File: src/rtl/melody_playlist_scheduler.sv
// Playlist scheduler for the melody sequencer: walks tracks, repeats plays, inserts gaps, obeys start/stop/skip.
// Build option PLAYLIST_GAP_EN adds a GAP_CLOCKS silence counter once the sequencer reports idle.
module melody_playlist_scheduler #(
  parameter int NUM_TRACKS = 4,
  parameter int TRACK_W    = 2,
  parameter int GAP_CLOCKS = 25_000_000
) (
  input  logic                     clk,
  input  logic                     rst_n,
  input  logic                     start,
  input  logic                     stop,
  input  logic                     skip,
  input  logic                     repeat_all,
  input  logic [NUM_TRACKS*32-1:0] tempo_table,
  input  logic [NUM_TRACKS*4-1:0]  repeat_table,
  input  logic                     seq_melody_end,
  input  logic                     seq_playing,
  output logic                     seq_enable,
  output logic                     seq_loop,
  output logic [31:0]              seq_tempo_clocks,
  output logic [TRACK_W-1:0]       track_sel,
  output logic [3:0]               rep_cnt,
  output logic                     busy,
  output logic                     playlist_done,
  output logic [1:0]               dbg_state
);
  typedef enum logic [1:0] {IDLE = 2'd0, RUN = 2'd1, GAP = 2'd2} state_e;
  localparam logic [TRACK_W-1:0] LAST_TRACK = TRACK_W'(NUM_TRACKS - 1);

  state_e             state_q, state_d;
  logic [TRACK_W-1:0] track_q, track_d, next_track;
  logic [3:0]         rep_q, rep_d, cur_repeats, eff_repeats;
  logic [31:0]        tempo_q, tempo_d;
  logic               done_q, done_d;
  logic               advance, gap_restart, gap_done;

  assign cur_repeats = repeat_table[int'(track_q)*4 +: 4];
  assign eff_repeats = (cur_repeats == 4'd0) ? 4'd1 : cur_repeats;
  assign next_track  = (track_q == LAST_TRACK) ? '0 : track_q + 1'b1;

`ifdef PLAYLIST_GAP_EN
  // The counter arms on the first GAP cycle with the sequencer idle, then runs GAP_CLOCKS cycles.
  logic        gap_armed_q, gap_armed_d;
  logic [31:0] gap_cnt_q, gap_cnt_d;

  assign gap_done = gap_armed_q ? (gap_cnt_q == 32'(GAP_CLOCKS - 1))
                                : (!seq_playing && (GAP_CLOCKS == 0));

  always_comb begin
    gap_armed_d = gap_armed_q;
    gap_cnt_d   = gap_cnt_q;
    if (state_q != GAP || gap_restart) begin
      gap_armed_d = 1'b0;
      gap_cnt_d   = '0;
    end else if (!gap_armed_q) begin
      gap_armed_d = !seq_playing;
    end else begin
      gap_cnt_d = gap_cnt_q + 32'd1;
    end
  end

  always_ff @(posedge clk or negedge rst_n) begin
    if (!rst_n) begin
      gap_armed_q <= 1'b0;
      gap_cnt_q   <= '0;
    end else begin
      gap_armed_q <= gap_armed_d;
      gap_cnt_q   <= gap_cnt_d;
    end
  end
`else
  assign gap_done = !seq_playing;
`endif

  // Command priority: stop > skip > end-of-melody > start; gap expiry only when nothing else acts.
  always_comb begin
    state_d     = state_q;
    track_d     = track_q;
    rep_d       = rep_q;
    tempo_d     = tempo_q;
    done_d      = 1'b0;
    advance     = 1'b0;
    gap_restart = 1'b0;
    if (stop && state_q != IDLE) begin
      state_d = IDLE;
    end else if (skip && state_q != IDLE) begin
      advance = 1'b1;
    end else if (seq_melody_end && state_q == RUN) begin
      if (({1'b0, rep_q} + 5'd1) < {1'b0, eff_repeats}) begin
        rep_d       = (rep_q == 4'd15) ? rep_q : rep_q + 4'd1;
        state_d     = GAP;
        gap_restart = 1'b1;
      end else begin
        advance = 1'b1;
      end
    end else if (start && state_q == IDLE) begin
      track_d = '0;
      rep_d   = '0;
      tempo_d = tempo_table[31:0];
      state_d = RUN;
    end else if (state_q == GAP && gap_done) begin
      state_d = RUN;
    end

    if (advance) begin
      if (track_q == LAST_TRACK && !repeat_all) begin
        state_d = IDLE;
        done_d  = 1'b1;
      end else begin
        track_d     = next_track;
        rep_d       = '0;
        tempo_d     = tempo_table[int'(next_track)*32 +: 32];
        state_d     = GAP;
        gap_restart = 1'b1;
      end
    end
  end

  always_ff @(posedge clk or negedge rst_n) begin
    if (!rst_n) begin
      state_q <= IDLE;
      track_q <= '0;
      rep_q   <= '0;
      tempo_q <= '0;
      done_q  <= 1'b0;
    end else begin
      state_q <= state_d;
      track_q <= track_d;
      rep_q   <= rep_d;
      tempo_q <= tempo_d;
      done_q  <= done_d;
    end
  end

  // Drop enable in the end-pulse cycle so the sequencer cannot restart before RUN is left.
  assign seq_enable       = (state_q == RUN) & ~seq_melody_end;
  assign seq_loop         = 1'b0;
  assign seq_tempo_clocks = tempo_q;
  assign track_sel        = track_q;
  assign rep_cnt          = rep_q;
  assign busy             = (state_q != IDLE);
  assign playlist_done    = done_q;
  assign dbg_state        = state_q;
endmodule

File: config.mk
export PLATFORM = sky130hd
export DESIGN_NAME = melody_playlist_scheduler
export DESIGN_NICKNAME = d
export VERILOG_FILES = /design/src/rtl/melody_playlist_scheduler.sv
export SDC_FILE = /design/constraint.sdc
export NUM_CORES = 1
export LEC_CHECK = 0
export CAP_MARGIN = 20
export CORE_MARGIN = 3
export CORE_UTILIZATION = 38
export DETAILED_ROUTE_END_ITERATION = 7
export GPL_ROUTABILITY_DRIVEN = 1
export HOLD_SLACK_MARGIN = 0.12
export PLACE_DENSITY = 0.79
export SLEW_MARGIN = 5
export SYNTH_ARGS = -nofsm -noshare
export SYNTH_HDL_FRONTEND = slang
export SYNTH_SLANG_ARGS = --single-unit
File: constraint.sdc
create_clock -name clk -period 3.7 [get_ports clk]
set_clock_uncertainty 0.05 [all_clocks]
set_input_delay 0.555 -clock clk [delete_from_list [all_inputs] [get_ports clk]]
set_output_delay 0.555 -clock clk [all_outputs]
set_load 0.05 [all_outputs]
# Word-level counts from Yosys, hierarchy flattened

Cells that the tools add are included.

$add $sub $neg: 3
Reductions and logical operators: 13
Bitwise operators: 2
Mux-type cells: 36
Equality and inequality tests: 6
Order comparisons: 1
Shift operators: 2

Operator list:

| kind                                                  | count |
|---|---|
| two-way mux 32 bit                                    | 6 |
| variable part select 128 x 8 -> 32 bit                | 1 |
| two-way mux 4 bit                                     | 9 |
| two-way mux 2 bit                                     | 15 |
| variable part select 16 x 5 -> 4 bit                  | 1 |
| logical AND 1 bit                                     | 6 |
| two-way mux 1 bit                                     | 6 |
| adder 4 x 1 -> 5 bit, second input constant           | 1 |
| less-than comparator 5 x 4 -> 1 bit                   | 1 |
| nonzero test 5 bit                                    | 1 |
| adder 4 x 1 -> 4 bit, second input constant           | 1 |
| == test 2 bit, second input constant                  | 2 |
| == test 4 bit, second input constant                  | 1 |
| logical NOT 4 bit                                     | 1 |
| inequality test 4 x 3 -> 1 bit, second input constant | 1 |
| inequality test 3 bit, second input constant          | 1 |
| AND reduction 3 bit                                   | 1 |
| adder 2 x 1 -> 2 bit, second input constant           | 1 |
| == test 2 x 1 -> 1 bit, second input constant         | 1 |
| logical NOT 1 bit                                     | 2 |
| logical NOT 2 bit                                     | 1 |
| nonzero test 2 bit                                    | 1 |
| bitwise AND 1 bit                                     | 1 |
| NOT 1 bit                                             | 1 |

Input bits: 152
Output and inout bits: 44
Register bits: 41

# Longest topological paths before layout

Gate-level depths: netlist of the first run.

Word-level depth: 10
Depth in mapped cells: 10
Gate-level depth less buffers: 8

# Least setup slack after synthesis of the first run

OpenSTA, ideal clock, no wires.

Path kind: register to register
Start: register track_q[0] (netlist: track_sel[0])
End: register tempo_q[20] (netlist: seq_tempo_clocks[20])
Period minus slack after synthesis: 2975 ps
Arrival time: 2800 ps
Buffers on the path: 1
Path slack: 725 ps
Setup time: 125 ps
Cell stages (with the launch flop): 10
Data required time: 3525 ps
Cells stage by stage: dfrtp_1 mux4_2 inv_1 ha_1 nand3_1 a21o_1 o21a_2 a211oi_4 buf_4 mux2_2

Longest elaborated chain between the ends: 9

RTL lines:

| item                                 | line | text |
|---|---|---|
| start: declaration                   | 31   | `logic [TRACK_W-1:0] track_q, track_d, next_track;` |
| start signal: assignment             | 128  | `track_q <= track_d;` |
| variable part select 16 x 5 -> 4 bit | 37   | `assign cur_repeats = repeat_table[int'(track_q)*4 +: 4];` |
| logical NOT 4 bit                    | 38   | `assign eff_repeats = (cur_repeats == 4'd0) ? 4'd1 : cur_repeats;` |
| two-way mux 4 bit                    | 38   |  |
| less-than comparator 5 x 4 -> 1 bit  | 89   | `if (({1'b0, rep_q} + 5'd1) < {1'b0, eff_repeats}) begin` |
| two-way mux 1 bit                    | 89   |  |
| two-way mux 1 bit                    | 88   | `end else if (seq_melody_end && state_q == RUN) begin` |
| two-way mux 1 bit                    | 86   | `end else if (skip && state_q != IDLE) begin` |
| two-way mux 1 bit                    | 84   | `if (stop && state_q != IDLE) begin` |
| two-way mux 32 bit *                 | 105  | `if (advance) begin` |
| named net tempo_d[20]                | 33   | `logic [31:0] tempo_q, tempo_d;` |
| end signal: assignment               | 130  | `tempo_q <= tempo_d;` |
| end: declaration                     | 33   |  |

The timed path passes the listed nets; every way through them passes the cells marked *.
A chain may end at the register's enable or synchronous reset.

# Worst setup path after layout of the first run

Start: input repeat_table[15]
End: register tempo_q[18] (netlist: seq_tempo_clocks[18])

Longest elaborated chain between the ends: 9

RTL lines:

| item                                   | line | text |
|---|---|---|
| start: declaration                     | 15   | `input logic [NUM_TRACKS*4-1:0] repeat_table,` |
| variable part select 16 x 5 -> 4 bit * | 37   |  |
| logical NOT 4 bit                      | 38   |  |
| two-way mux 4 bit *                    | 38   |  |
| less-than comparator 5 x 4 -> 1 bit *  | 89   |  |
| two-way mux 1 bit *                    | 89   |  |
| two-way mux 1 bit *                    | 88   |  |
| two-way mux 1 bit *                    | 86   |  |
| two-way mux 1 bit *                    | 84   |  |
| two-way mux 32 bit *                   | 105  |  |
| named net tempo_d[18]                  | 33   |  |

Marked as above.

==> results of run 1 <==
## cells in the final DEF, fill, tap and decap left out, drive strengths merged, types with 2 or more instances in the layout
cell type,instances
dfrtp,41
a21o,2
mux2,32
and3,2
a21oi,7
clkbuf,7
mux2i,46
o211ai,3
inv,7
and2,2
o21ai,17
clkdlybuf4s50,193
mux4,21
nor2,6
buf,6
nand3,5
nand2,70
nor2b,4
ha,5
## where the power goes
part           internal (mW)  total [mW]  switching, mW
Combinational           1.09        2.58           1.49
Clock                  0.169       0.325          0.156
Sequential             0.647       0.787          0.140
Total                   1.91        3.69           1.79
## per-layer routing
layer	part of all wire [%]	wire length [µm]	vias to the layer above
met5	0	0	-
met4	1.5	157	0
met3	7.1	729	14
met2	53	5491	142
met1	38	3930	1461
li1	-	-	1477
## area by class of cell
class | instances | area [µm²] | share of cell area (%)
Tap cell | 102 | 127.6 | 2.416
Timing Repair Buffer | 199 | 1987 | 37.61
Clock inverter | 1 | 5.005 | 0.09474
Clock buffer | 7 | 96.34 | 1.824
Inverter | 7 | 26.28 | 0.4974
Multi-Input combinational cell | 238 | 2013 | 38.11
Sequential cell | 41 | 1027 | 19.45
## registers in the layout (all words and copies together) (netlist names)
register and flops:
seq_tempo_clocks 32, rep_cnt 4, dbg_state 2, track_sel 2, playlist_done 1
## worst max-delay path: stages
cell and delay (ns):
clkdlybuf4s50_1 0.39, mux4_2 0.49, inv_1 0.08, ha_1 0.15, nand3_1 0.08, a21o_1 0.16
o21a_2 0.25, a211oi_4 0.31, buf_12 0.24, mux2_2 0.36
## per-stage QoR
stage	power, mW	std cells	worst slack, ns
after global routing	3.919	595	0.6194
final	3.694	595	0.7280
after CTS	3.729	595	0.7360
after global placement	3.337	587	0.5025
after detailed placement	3.397	587	0.4229
after floorplan	2.554	307	0.7248
## logic make-up (layout without fill, tap and decap cells)
kind of cell             after synthesis  in the layout  share of synthesized area, %
multiplexers                          99             99                         40.79
AND/OR/NAND/NOR                       93             93                         12.19
flip-flops                            41             41                         32.35
AO/OA/AOI/OAI                         38             38                         7.653
buffers and inverters                 28            214                         4.379
adder cells (fa/ha/maj)                5              5                         1.972
XOR/XNOR                               2              2                        0.5524
other                                  1              1                        0.1182
## worst max path at each step
stage	from	to	slack, ns	depth (start not counted)
after floorplan	track_sel[0]	seq_tempo_clocks[20]	0.72	9
after global placement	repeat_table[15]	seq_tempo_clocks[19]	0.50	10
after detailed placement	repeat_table[13]	seq_tempo_clocks[18]	0.42	10
after CTS	repeat_table[13]	seq_tempo_clocks[5]	0.74	10
after global routing	repeat_table[13]	seq_tempo_clocks[18]	0.62	10
final	repeat_table[15]	seq_tempo_clocks[18]	0.73	10
==> results.cfg, run 1 <==
[run_status]
outcome = finished clean

[clock_tree]
clock_latency_ns = 0.29
cts_setup_buffers = 0
clockBufferDepth = 2
numCtsBuffers = 5
post_cts_resized = 0
clkTransAtPathRegs_ns = 0.08
cts_tree = done
root_buffer = clkbuf_8
numClockSinks = 41
cts_hold_buf = 0
ctsHtreeMaxLevel = 2

[synthesis]
syn_avg_cell_area_um2 = 10.33
synthTopCellsByArea = dfrtp_1, mux4_2, mux2i_1, mux2_2, nand2_1
syn_inst = 307
yosys.area.top_type = dfrtp_1
yosysWarnings = 0
synth_cell_type_count = 36
ys.flop_type = dfrtp_1
synth_top_cells_by_count = nand2_1, mux2i_1, dfrtp_1, mux2_2, mux4_2
yosysMostFrequentCell = nand2_1
async_flop_share_pct = 100.0
synth_area_um2 = 3172
ys_ff_latch = 41
synth_edf_count = 0
synthDominantCellAreaShare_pct = 32.35
synth_nets = 464
synth_seq_area_share_pct = 32.35

[power_and_ir_drop]
p_per_area_nw_per_um2 = 699.3
leakagePower_nw = 2.103
ir_drop_mv = 0.3869

[final_layout]
area_delta_synth_final_pct = 66.55
fin_util_pct = 66.64
drive_gt1_share_pct = 15.21
fin_area_um2 = 5283
finalNetCount = 649
n_antenna_cell = 0
fillers = 653

[routing]
postRouteAntennaNets = 0
avgRoutedWirePerCell_um = 17.32
vias_per_cell = 5.200
dr_total_vias = 3094
route.detailed.drc = 0
dr.pass1.iters = 4
wirelength_mm = 10.31
drtIter0Drc = 88

[grt]
gr-usage-all-layers_pct = 21.51
grt_overflow = 0
use_met1_pct = 24.34
grt_pass1_wl_mm = 16.60
grt_max_degree = 42
top_usage_layer = met2
grt_pass1_vias = 3274
antenna_found_initial = 0
met2_usage_pct = 40.43
use_met3_pct = 5.456

[floorplanning]
die_w_um = 97.36
core_um2 = 7928
initial_core_util_pct = 40.01
die_h_um = 97.36
rows = 32
ios = 196
dieArea_um2 = 9479

[setup_path]
cp-end-kind = flop
r2r-start = track_sel[0]
cp_max_fo = 29
start_kind = input pin
crit_required_ns = 3.83
r2r_slack_ns = 0.81
rr_worst_depth = 9
arrival_ns = 3.10
worstSetupPathType = input pin to flop
reg2reg_to = seq_tempo_clocks[18]

[sta]
slew_violations = 0
hold_ws_ns = 0.3574
worst_pin_slew_ns = 0.9570
final.min_clock_period_ns = 2.972
period_share_pct = 80.33
setup_viol = 0
rsz0062_at_grt = no
fmax_mhz = 336.5
final_hold_viol_count = 0
fin_tns_setup_ns = 0
slew_headroom_pct = 36.20

[hold_path]
hold_class = input pin to async pin

[place]
dp_hpwl_mm = 8.202
portBuffers = 194
gp_congestion = 0.8139
place_area_um2 = 5181

[run]
cap_violations = 0
Power figures use the tool's default switching activity.
==> run 2: changes to the inputs <==
Clock period 3.7 ns to 3 ns, I/O delays scaled along.
==> run 2 against run 1 <==
  * Via count increased by 0.71%
  * Final cell count grew 0.67%
  * First-iteration DRC count is 22% lower
  * Non-clock buffer count rose by 6
  * Clock power about the same
  * Flip-flop and latch count unchanged
  * Combinational power increased by 25%
  * Design area increased by 0.33%
  * Global-route usage fell by 0.50 points
  * Die area unchanged
  * Critical path type is now flop to flop
==> results.cfg, run 2 (synthesis results as in run 1) <==
[clock_tree]
post_cts_resized = 0
clkTransAtPathRegs_ns = 0.07
numCtsBuffers = 5
ctsHtreeMaxLevel = 2
cts_setup_buffers = 0
root_buffer = clkbuf_8
cts_tree = done
clockBufferDepth = 2
clock_latency_ns = 0.28
cts_hold_buf = 0
numClockSinks = 41

[floorplanning]
core_um2 = 7928
dieArea_um2 = 9479
die_h_um = 97.36
die_w_um = 97.36
ios = 196
rows = 32
initial_core_util_pct = 40.01

[setup_path]
r2r-start = track_sel[0]
cp-end-kind = flop
rr_worst_depth = 9
r2r_slack_ns = 0.21
arrival_ns = 2.91
cp_max_fo = 20
start_kind = flop
startpoint = track_sel[0]
reg2reg_to = seq_tempo_clocks[5]
cp-endpoint = seq_tempo_clocks[5]
worstSetupPathType = flop to flop
crit_required_ns = 3.11

[routing]
dr.pass1.iters = 4
postRouteAntennaNets = 0
vias_per_cell = 5.202
route.detailed.drc = 0
drtIter0Drc = 69
wirelength_mm = 10.06
dr_total_vias = 3116
avgRoutedWirePerCell_um = 16.80

[power_and_ir_drop]
power_frac_comb_pct = 71.2
p_per_area_nw_per_um2 = 852.5
netSwitchingFraction_pct = 48.46
ir_drop_mv = 0.5088
clkPwrFrac_pct = 7.2
leakagePower_nw = 2.119
power.internal_mw = 2.329
pwr-share-seq_pct = 21.6
p_total_mw = 4.518
switchingPower_mw = 2.189

[final_layout]
layout_common_cells = clkdlybuf4s50_1, nand2_1, mux2i_1
largest_reg_flops = 32
area_delta_synth_final_pct = 67.10
drive_gt1_share_pct = 15.90
fin_cells = 599
n_antenna_cell = 0
finalNetCount = 655
final_common_cell = clkdlybuf4s50_1

[sta]
slew_violations = 0
final_hold_viol_count = 0
fin_tns_setup_ns = 0
final.min_clock_period_ns = 2.794
rsz0062_at_grt = no
setup_viol = 0
slew_headroom_pct = 38.59
period_share_pct = 93.12
worst_pin_slew_ns = 0.9212
fmax_mhz = 358.0

[hold_path]
hold_class = input pin to async pin

[place]
portBuffers = 194
dp_hpwl_mm = 8.119
gp_congestion = 0.7978
place_inst = 593

[run_status]
outcome = finished clean

[run]
cap_violations = 0

[grt]
antenna_found_initial = 0
grt_max_degree = 42
grt_pass1_wl_mm = 16.30
grt_overflow = 0
gr-usage-all-layers_pct = 21.01
grt_pass1_vias = 3394
==> run 2: changes by cell type in the layout (fill, tap and decap cells not counted), sizes merged <==
cell / previous run / this run
buf: 6 / 12
clkbuf: 7 / 5
==> run 2: worst max-delay path, cell delays in order (launching register included) <==
cell	delay (ns)
dfrtp_2	0.51
mux4_2	0.55
inv_1	0.07
ha_1	0.15
nand3_1	0.08
a21o_1	0.16
o21a_2	0.22
a211oi_4	0.32
buf_12	0.21
mux2_2	0.35
==> run 2: metrics by stage <==
stage               worst slack [ns]  utilization [%]  instance area [µm²]  hold slack (ns)
floorplan                    0.02484                -                 3172           0.1044
global placement            -0.02915            65.92                 5226           0.4962
detailed placement          -0.06802            65.92                 5226           0.5086
CTS                           0.1925            66.86                 5300           0.2769
global route               0.0001943            66.86                 5300           0.3253
finish                        0.2063            66.86                 5300           0.2489
==> run 2: layout make-up <==
cell class / count / area, µm²
sequential: 41 / 1027
multi-input combinational: 238 / 2013
tap: 102 / 127.6
fill: 655 / 2628
clock buffer: 5 / 68.82
clock inverter: 1 / 5.005
timing repair buffer: 205 / 2032
inverter: 7 / 26.28
==> run 2: how the worst min path moves through the flow <==
stage / from / endpoint / slack [ns] / cells past startpoint
global placement: seq_tempo_clocks[10] / seq_tempo_clocks[10] / 0.50 / 2
CTS: rst_n / seq_tempo_clocks[12] / 0.28 / 1
floorplan: rst_n / dbg_state[0] / 0.10 / 0
global route: rst_n / seq_tempo_clocks[8] / 0.33 / 1
detailed placement: seq_tempo_clocks[29] / seq_tempo_clocks[29] / 0.51 / 2
finish: rst_n / seq_tempo_clocks[22] / 0.25 / 1
==> run 2: routing by layer <==
layer	vias to the layer above	share of wire, %	GRT usage, %
met4	0	1.5	5.644
li1	1491	-	-
met2	141	53	39.33
met5	-	0	0
met3	13	7.8	5.743
met1	1471	38	23.20
==> run 2: power by group through the flow <==
stage               clock [mW]  sequential, mW  combinational (mW)
floorplan                    0            1.79                1.35
global placement             0           0.973                3.19
detailed placement           0           0.978                3.24
CTS                      0.336           0.978                3.25
global route             0.360            1.01                3.43
finish                   0.326           0.976                3.22
==> run 3: changes to the inputs <==
Settings changed: ABC_AREA set to 1, CORE_UTILIZATION 38 to 40.
==> run 3 against run 2 <==
  * Total power up 32%
  * Combinational power is 37% higher
  * Final cell count increased by 51%
  * Routed wire length up 36%
  * Maximum frequency is 4.0% higher
  * Global-route usage up 4.9 points
  * Clock power is 64% higher
  * Count of clock-buffer cells in the layout did not move
  * Critical path depth grew 2
  * Via count grew 53%
  * Critical path type unchanged
  * Largest power group unchanged
  * Highest routed layer unchanged
==> results.cfg, run 3 <==
[floorplanning]
core_um2 = 8848
die_w_um = 102.2
die_h_um = 102.2
ios = 196
dieArea_um2 = 10440
rows = 34
initial_core_util_pct = 41.80

[synthesis]
synth_edf_count = 0
synth_seq_area_share_pct = 27.74
yosys.area.top_type = nand2_1
syn_avg_cell_area_um2 = 5.927
synth_cell_type_count = 27
async_flop_share_pct = 100.0
synth_top_cells_by_count = nand2_1, dfrtp_1, a21oi_1, a32o_1, o21ai_0
yosysMostFrequentCell = nand2_1
synthDominantCellAreaShare_pct = 37.65
ys.flop_type = dfrtp_1
synth_area_um2 = 3699
synth_nets = 781
ys_ff_latch = 41
synthTopCellsByArea = nand2_1, dfrtp_1, a32o_1, a21oi_1, o21ai_0
yosysWarnings = 0
syn_inst = 624

[routing]
avgRoutedWirePerCell_um = 15.16
dr_total_vias = 4756
wirelength_mm = 13.68
dr.pass1.iters = 7
drtIter0Drc = 222
vias_per_cell = 5.273
route.detailed.drc = 0
postRouteAntennaNets = 0

[grt]
grt_overflow = 0
grt_pass1_vias = 4549
gr-usage-all-layers_pct = 25.87
antenna_found_initial = 0
grt_max_degree = 42
grt_pass1_wl_mm = 21.56

[clock_tree]
cts_tree = done
cts_hold_buf = 0
clock_latency_ns = 0.30
ctsHtreeMaxLevel = 2
post_cts_resized = 0
root_buffer = clkbuf_8
clkTransAtPathRegs_ns = 0.08
numClockSinks = 41
clockBufferDepth = 2
numCtsBuffers = 5
cts_setup_buffers = 0

[place]
dp_hpwl_mm = 9.981
gp_congestion = 0.8598
portBuffers = 194

[final_layout]
fillers = 807
largest_reg_flops = 32
final_common_cell = nand2_1
layout_common_cells = nand2_1, clkdlybuf4s50_1, dfrtp_1
multiInputGateArea_um2 = 2376
regArea_um2 = 1027
area_delta_synth_final_pct = 56.36
drive_gt1_share_pct = 3.904
finalNetCount = 950
n_antenna_cell = 0

[run]
cap_violations = 0

[power_and_ir_drop]
leakagePower_nw = 2.727
netSwitchingFraction_pct = 53.98
clkPwrFrac_pct = 9.0
power_frac_comb_pct = 74.4
ir_drop_mv = 0.5403
power.internal_mw = 2.735
switchingPower_mw = 3.208
p_per_area_nw_per_um2 = 1028
p_total_mw = 5.943
pwr-share-seq_pct = 16.6

[setup_path]
cp-end-kind = flop
arrival_ns = 2.88
critPathSlowestCell = a21boi_4
worstSetupPathType = flop to flop
crit_required_ns = 3.19
cp_max_fo = 34
max_stage_delay_ns = 0.76
worstPathCellList = ha_1 -> nor2_1 -> nor2_1 -> ha_1 -> a21o_1 -> a21oi_1 -> nand2_2 -> nand2_2 -> a21boi_4 -> nand2_1 -> nand2_1
start_kind = flop

[sta]
final.min_clock_period_ns = 2.686
slew_violations = 0
worst_pin_slew_ns = 0.9658
fmax_mhz = 372.4
setup_viol = 0
period_share_pct = 89.52
slew_headroom_pct = 35.45
rsz0062_at_grt = no
final_hold_viol_count = 0
fin_tns_setup_ns = 0

[hold_path]
hold_class = input pin to async pin

[run_status]
outcome = finished clean
[run 3: power groups by stage]
stage / Sequential (mW) / Combinational [mW] / Clock [mW]
2_1_floorplan: 1.78 / 2.32 / 0
3_3_place_gp: 0.987 / 4.30 / 0
3_5_place_dp: 0.988 / 4.41 / 0
4_1_cts: 0.985 / 4.42 / 0.541
5_1_grt: 1.01 / 4.85 / 0.567
6_report: 0.986 / 4.42 / 0.535
[run 3: per-stage QoR]
step / instances / hold slack, ns / area, µm² / util [%] / setup WS [ns]
after global routing: 902 / 0.3063 / 5783 / 65.36 / 0.07361
after CTS: 902 / 0.2622 / 5783 / 65.36 / 0.2980
after global placement: 894 / 0.5314 / 5649 / 63.84 / 0.1446
after floorplan: 624 / 0.1044 / 3699 / - / 0.5926
final: 902 / 0.2277 / 5783 / 65.36 / 0.3145
after detailed placement: 894 / 0.5386 / 5649 / 63.84 / 0.03684
[run 3: layer usage]
metal | part of all wire (%) | GRT usage [%] | vias up | wire length (µm)
li1 | - | - | 2358 | -
met1 | 40 | 31.70 | 2208 | 5518
met2 | 50 | 46.48 | 173 | 6861
met3 | 7.6 | 4.710 | 17 | 1038
met4 | 1.9 | 7.064 | 0 | 257
met5 | 0 | 0 | - | 0
[run 3: final timing paths]
| kind | from | endpoint | slack (ns) | cells after the start |
|---|---|---|---|---|
| worst max-delay path | rep_cnt[0] | seq_tempo_clocks[21] | 0.31 | 11 |
| max in group asynchronous | rst_n | track_sel[0] | 2.04 | 1 |
| worst min-delay path | rst_n | seq_tempo_clocks[17] | 0.23 | 1 |
| worst min register to register | seq_tempo_clocks[12] | seq_tempo_clocks[12] | 0.56 | 4 |
| worst max register to register | rep_cnt[0] | seq_tempo_clocks[21] | 0.31 | 11 |
| min in group clk | seq_tempo_clocks[12] | seq_tempo_clocks[12] | 0.56 | 4 |
[run 3: kinds of logic after synthesis]
group,share of synthesized area (%)
and+or+nand+nor,43.44
xor gates and xnor gates,0.2368
other,0.1014
AOI/OAI and AO/OA,18.57
adders and majority gates,1.691
DFF,27.74
buffers and inverters,8.220
[run 3: critical path, delay by kind of cell, from the launching register on]
family                     cells  cell delay, ns
DFF                            1            0.45
AOI/OAI and AO/OA              3            0.97
adders and majority gates      2            0.53
and+or+nand+nor                6            0.59
[run 3: cell type report]
| type | instances | share of cell area [%] |
|---|---|---|
| tap | 108 | 2.337 |
| timing repair buffer | 204 | 35.22 |
| inverter | 19 | 1.277 |
| clock buffer | 5 | 1.190 |
| multi-input combinational | 522 | 41.09 |
| sequential | 41 | 17.76 |
| clock inverter | 3 | 1.125 |
